===== src/rtl/mem_lane_arbiter_if.sv =====
// Request/response bundle for the two memory requesters: instruction fetch (A)
// and read/write data (B).
interface mem_lane_arbiter_if #(
  parameter int unsigned ADDR_WIDTH = 14
);
  logic                  a_req;
  logic [ADDR_WIDTH-1:0] a_addr;
  logic                  a_ack;
  logic                  a_rvalid;
  logic [31:0]           a_rdata;

  logic                  b_req;
  logic [ADDR_WIDTH-1:0] b_addr;
  logic [3:0]            b_we;
  logic [31:0]           b_wdata;
  logic                  b_ack;
  logic                  b_rvalid;
  logic [31:0]           b_rdata;

  modport master (
    output a_req, a_addr, b_req, b_addr, b_we, b_wdata,
    input  a_ack, a_rvalid, a_rdata, b_ack, b_rvalid, b_rdata
  );

  modport slave (
    input  a_req, a_addr, b_req, b_addr, b_we, b_wdata,
    output a_ack, a_rvalid, a_rdata, b_ack, b_rvalid, b_rdata
  );
endinterface


===== src/rtl/mem_lane_arbiter.sv =====
// Round-robin arbiter sharing four byte-lane RAMs between a fetch port and a
// data port, with an embedded sequencer that fills the memory with a constant.
module mem_lane_arbiter #(
  parameter int unsigned ADDR_WIDTH  = 14,
  parameter logic [31:0] CLEAR_VALUE = 32'h0
) (
  input  logic                  clk,
  input  logic                  reset,
  mem_lane_arbiter_if.slave     bus,
  input  logic                  clear_start,
  output logic                  clear_busy,
  output logic                  clear_done,
  output logic [ADDR_WIDTH-1:0] mem_addr,
  output logic [31:0]           mem_din,
  output logic [3:0]            mem_we,
  input  logic [31:0]           mem_dout
);

  localparam logic [0:0] StIdle  = 1'b0;
  localparam logic [0:0] StClear = 1'b1;

  localparam logic [0:0] GrantA = 1'b0;
  localparam logic [0:0] GrantB = 1'b1;

  logic [0:0]            state_q, state_d;
  logic [ADDR_WIDTH-1:0] cnt_q, cnt_d;
  logic [0:0]            last_grant_q, last_grant_d;
  logic                  a_rvalid_q, b_rvalid_q, clear_done_q;
  logic                  grant_a, grant_b;
  logic                  cnt_last;

  assign cnt_last = &cnt_q;

  always_comb begin
    grant_a      = 1'b0;
    grant_b      = 1'b0;
    state_d      = state_q;
    cnt_d        = cnt_q;
    last_grant_d = last_grant_q;
    mem_addr     = '0;
    mem_we       = 4'h0;
    mem_din      = bus.b_wdata;

    unique case (state_q)
      StIdle: begin
        // On conflict, the port that did not win last time goes first.
        grant_a = bus.a_req & (~bus.b_req | (last_grant_q == GrantB));
        grant_b = bus.b_req & (~bus.a_req | (last_grant_q == GrantA));
        if (grant_a) begin
          mem_addr     = bus.a_addr;
          last_grant_d = GrantA;
        end else if (grant_b) begin
          mem_addr     = bus.b_addr;
          mem_we       = bus.b_we;
          last_grant_d = GrantB;
        end
        if (clear_start) begin
          state_d = StClear;
        end
      end
      StClear: begin
        mem_addr = cnt_q;
        mem_we   = 4'hF;
        mem_din  = CLEAR_VALUE;
        cnt_d    = cnt_q + 1'b1;
        if (cnt_last) begin
          state_d = StIdle;
        end
      end
    endcase
  end

  always_ff @(posedge clk or posedge reset) begin
    if (reset) begin
      state_q      <= StIdle;
      cnt_q        <= '0;
      last_grant_q <= GrantA;
      a_rvalid_q   <= 1'b0;
      b_rvalid_q   <= 1'b0;
      clear_done_q <= 1'b0;
    end else begin
      state_q      <= state_d;
      cnt_q        <= cnt_d;
      last_grant_q <= last_grant_d;
      a_rvalid_q   <= grant_a;
      b_rvalid_q   <= grant_b & (bus.b_we == 4'h0);
      clear_done_q <= (state_q == StClear) & cnt_last;
    end
  end

  assign bus.a_ack    = grant_a;
  assign bus.b_ack    = grant_b;
  assign bus.a_rvalid = a_rvalid_q;
  assign bus.b_rvalid = b_rvalid_q;
  // RAM read address is registered inside the lanes, so data is already aligned.
  assign bus.a_rdata  = mem_dout;
  assign bus.b_rdata  = mem_dout;
  assign clear_busy   = (state_q == StClear);
  assign clear_done   = clear_done_q;

endmodule


===== src/flat_wrapper.sv =====
// flat-port wrapper written by rule: the top's interface ports become plain ports
module mem_lane_arbiter_flat 
#(
  parameter int unsigned ADDR_WIDTH  = 14,
  parameter logic [31:0] CLEAR_VALUE = 32'h0
)
  (clk, reset, clear_start, clear_busy, clear_done, mem_addr, mem_din, mem_we, mem_dout, bus_a_req, bus_a_addr, bus_b_req, bus_b_addr, bus_b_we, bus_b_wdata, bus_a_ack, bus_a_rvalid, bus_a_rdata, bus_b_ack, bus_b_rvalid, bus_b_rdata);
  mem_lane_arbiter_if #(.ADDR_WIDTH(ADDR_WIDTH)) bus_i ();
  input  logic clk;
  input  logic reset;
  input  logic clear_start;
  output logic clear_busy;
  output logic clear_done;
  output logic [ADDR_WIDTH-1:0] mem_addr;
  output logic [31:0] mem_din;
  output logic [3:0] mem_we;
  input  logic [31:0] mem_dout;
  input wire logic [$bits(bus_i.a_req)-1:0] bus_a_req;
  input wire logic [$bits(bus_i.a_addr)-1:0] bus_a_addr;
  input wire logic [$bits(bus_i.b_req)-1:0] bus_b_req;
  input wire logic [$bits(bus_i.b_addr)-1:0] bus_b_addr;
  input wire logic [$bits(bus_i.b_we)-1:0] bus_b_we;
  input wire logic [$bits(bus_i.b_wdata)-1:0] bus_b_wdata;
  output wire logic [$bits(bus_i.a_ack)-1:0] bus_a_ack;
  output wire logic [$bits(bus_i.a_rvalid)-1:0] bus_a_rvalid;
  output wire logic [$bits(bus_i.a_rdata)-1:0] bus_a_rdata;
  output wire logic [$bits(bus_i.b_ack)-1:0] bus_b_ack;
  output wire logic [$bits(bus_i.b_rvalid)-1:0] bus_b_rvalid;
  output wire logic [$bits(bus_i.b_rdata)-1:0] bus_b_rdata;
  assign bus_i.a_req = bus_a_req;
  assign bus_i.a_addr = bus_a_addr;
  assign bus_i.b_req = bus_b_req;
  assign bus_i.b_addr = bus_b_addr;
  assign bus_i.b_we = bus_b_we;
  assign bus_i.b_wdata = bus_b_wdata;
  assign bus_a_ack = bus_i.a_ack;
  assign bus_a_rvalid = bus_i.a_rvalid;
  assign bus_a_rdata = bus_i.a_rdata;
  assign bus_b_ack = bus_i.b_ack;
  assign bus_b_rvalid = bus_i.b_rvalid;
  assign bus_b_rdata = bus_i.b_rdata;
  mem_lane_arbiter #(.ADDR_WIDTH(ADDR_WIDTH), .CLEAR_VALUE(CLEAR_VALUE)) u_core (.clk(clk), .reset(reset), .bus(bus_i), .clear_start(clear_start), .clear_busy(clear_busy), .clear_done(clear_done), .mem_addr(mem_addr), .mem_din(mem_din), .mem_we(mem_we), .mem_dout(mem_dout));
endmodule

===== config.mk =====
export PLATFORM = sky130hd
export DESIGN_NAME = mem_lane_arbiter_flat
export DESIGN_NICKNAME = d
export VERILOG_FILES = /design/src/rtl/mem_lane_arbiter_if.sv /design/src/rtl/mem_lane_arbiter.sv /design/src/flat_wrapper.sv
export SDC_FILE = /design/constraint.sdc
export NUM_CORES = 1
export LEC_CHECK = 0
export BUFFER_PORTS_ARGS = -buffer_cell sky130_fd_sc_hd__buf_2
export CAP_MARGIN = 5
export CORE_AREA = 5 5 83 85
export CTS_BUF_LIST = sky130_fd_sc_hd__clkbuf_8 sky130_fd_sc_hd__clkbuf_16
export DETAILED_ROUTE_END_ITERATION = 16
export DIE_AREA = 0 0 88 90
export PLACE_DENSITY_LB_ADDON = 0.2
export RECOVER_POWER = 50
export SYNTH_ARGS = -nofsm -noshare
export SYNTH_HDL_FRONTEND = slang
export SYNTH_SLANG_ARGS = --single-unit

===== constraint.sdc =====
create_clock -name clk -period 1.7 [get_ports clk]
set_input_delay 0.085 -clock clk [delete_from_list [all_inputs] [get_ports clk]]
set_output_delay 0.085 -clock clk [all_outputs]
set_load 0.05 [all_outputs]

==> impl_metrics.yaml <==
yosys:
  syn-instance-count: 213
  synth_area_per_cell_sq_um: 8.54
  yosysTopAreaCellShare: 0.268
  synth_seq_cells: 19
  seq_area_frac_synth: 0.261
  synth_warnings: 0
  synthTopCellsByArea: "buf_4 27%, dfrtp_1 26%, nor2b_1 11%"
  synth.distinct_cells: 28
  synth_fp_nets: 315
  yosys.area.top_type: "buf_4"
  synth_area_sq_um: 1820
sta:
  max_slew_margin: 0.677
  slew_viol_final: 0
  fin_crit_sh: 0.990
  fin_tns_setup_ns: 0
  fin_ws_ns: 0.0172
  period_needed_ns: 1.68
  worstMarginPinSlew_ns: 0.483
  finalClockSkew_ns: 0.00609
  grt_setup_unrepaired: "yes"
  finalSetupViolations: 0
  hold_viol: 0
  max_freq_ghz: 0.594
routing:
  drt_pass1_iterations: 4
  avgViaCountPerCell: 4.59
  antenna_left: 0
  vias: 1640
  wl_per_cell_um: 15.6
  drc: 0
  drtIter0Drc: 88
  totalWireLength_um: 5570
final_layout:
  final_area_sq_um: 2330
  syn2layout_area_growth_pct: 28.3
  post-route-util: 0.381
  antennaDiodeCount: 0
  nNetsFinal: 383
  drive_gt1_frac: 0.621
  final_cell_count_no_fill: 357
setup_path:
  crit_path_top_delay_cell: "dfrtp_1"
  crit_top_cell: "buf_6"
  criticalPathCategory: "reg -> out"
  startpoint_type: "flop"
  slowest_delay_ns: 0.41
  worstPathRequired_ns: 1.62
  cp_max_fo: 5
  critPathCaptureType: "output pin"
  crit_arrival_ns: 1.60
  cp_cell_sequence: "nand2b_4 > buf_6 > and3_1 > a221o_2 > buf_6"
cts:
  numCtsBuffers: 3
  clk_path_buf_depth: 2
  clk_latency_ns: 0.26
  cts_tree: "built"
  cts_root_buf: "clkbuf_8"
  cts_htree_levels: 1
  cts.reportedPaths.clkPinSlew_ns: 0.07
  cts.sink_count: 19
floorplan:
  initial_core_util: 0.297
  io_pins: 221
  die_w_um: 88
  core_sq_um: 6130
  die_area_sq_um: 7920
  die_height_um: 90
  floorplan.rows: 29
pwr:
  power.leakage_nw: 1.26
  p_per_area_nw_per_um2: 830
  vdd_ir_drop_max_mv: 0.352
grt:
  grt_pass1_vias: 1573
  antenna_found_initial: 0
  grt_pass1_wl_um: 7800
  track_usage: 0.123
  grt_start_max_net_pins: 30
  overflow: 0
placement:
  placedCellCount: 348
  place_ws_ns: 0.204
  dpl_cell_area_sq_um: 2090
  place_hpwl_um: 4400
  place.gp.congestion: 0.749
  io_buffers: 124
flow_run:
  drv_cap: 0
status:
  status: "complete, no violations"
worst_hold_path:
  hp-class: "in -> reg"
[what timing repair did]
item                                    CTS  global route
setup buffers                             1             1
hold buffers                              1             0
hold endpoints to repair                 11             0
pin swaps                                 0             7
gates cloned                              0             2
resized for setup                        20            29
endpoints found under the setup margin   12            13
[cell type report]
type | instances | area, sq um
tap | 77 | 96.3
multi-input combinational | 119 | 886
sequential | 19 | 477
clock inverter | 1 | 5.00
clock buffer | 3 | 41.3
timing repair buffer | 136 | 822
inverter | 2 | 7.51
fill | 653 | 3800
[flip-flops by register name (all words and copies together), names as in the netlist]
register and cells:
u_core.cnt_q 14, u_core.bus.a_rvalid 1, u_core.bus.b_rvalid 1, u_core.clear_busy 1
u_core.clear_done 1, u_core.last_grant_q 1
[metal layers]
layer  up-vias  part of all wire  track usage
li1        787                 -            -
met5         -                 0            0
met1       750              0.35        0.136
met4         0             0.017       0.0550
met3        11              0.13       0.0274
met2        92              0.50        0.218
[per-stage QoR]
stage	hold WS (ns)	total power, mW
2_1_floorplan	0.0361	1.67
3_3_place_gp	0.142	1.49
3_5_place_dp	0.143	1.49
4_1_cts	0.0384	1.89
5_1_grt	0.0625	2.05
6_report	0.0400	1.94
[kinds of logic after synthesis]
kind of cell / synth area share
mux: 0.00619
compound gates: 0.0832
flops: 0.261
fa+ha+maj: 0.00688
simple gates: 0.290
buf+inv: 0.290
xor+xnor: 0.0626
[path summary, 6_finish.rpt]
kind,from,endpoint,slack (ns),cells after the start
setup / recovery,u_core.last_grant_q,mem_addr[4],0.02,5
hold / removal,clear_start,u_core.clear_busy,0.04,3
setup reg to reg,u_core.clear_busy,u_core.cnt_q[11],0.24,4
hold reg to reg,u_core.cnt_q[13],u_core.cnt_q[13],0.47,1
max in group asynchronous,reset,u_core.cnt_q[0],0.81,4
min in group asynchronous,reset,u_core.cnt_q[2],0.39,3
[cell usage after synthesis]
library cell and n:
buf_4 65, nor2b_1 33, dfrtp_1 19, nand2_1 16
a221o_1 13, and3_1 11, xor2_1 10, clkbuf_1 6
nor2_1 6, nor4_1 4, and2_1 3, nand3_1 3
nand4_1 3, xnor2_1 3, a21oi_1 2, buf_2 2
nand4_2 2, nor3_1 2, a21boi_2 1, and2_2 1
and2_4 1, ha_1 1, inv_1 1, inv_2 1
mux2_2 1, nand2b_1 1, nand4_4 1, nor4_2 1
[cells in the final DEF, fill, tap and decap left out, types with 7 or more instances in the layout]
cell type / Yosys / layout
buf_2: 2 / 112
nor2b_1: 33 / 29
dfrtp_1: 19 / 18
nand2_1: 16 / 16
a221o_2: 0 / 12
xor2_1: 10 / 10
buf_4: 65 / 9
and3_4: 0 / 7
buf_6: 0 / 7
buf_8: 0 / 7
[critical path: cells and delay by family (launching register included)]
family | cells | cell delay, ns
DFF | 1 | 0.41
and+or+nand+nor | 2 | 0.34
AOI/OAI and AO/OA | 1 | 0.30
buffers and inverters | 2 | 0.29
[report_power, final]
part           internal [mW]  total [mW]  switching (mW)
Sequential             0.537       0.688           0.150
Combinational          0.437       0.934           0.497
Clock                  0.163       0.316           0.153
Total                   1.14        1.94           0.800
Power figures use the tool's default switching activity.
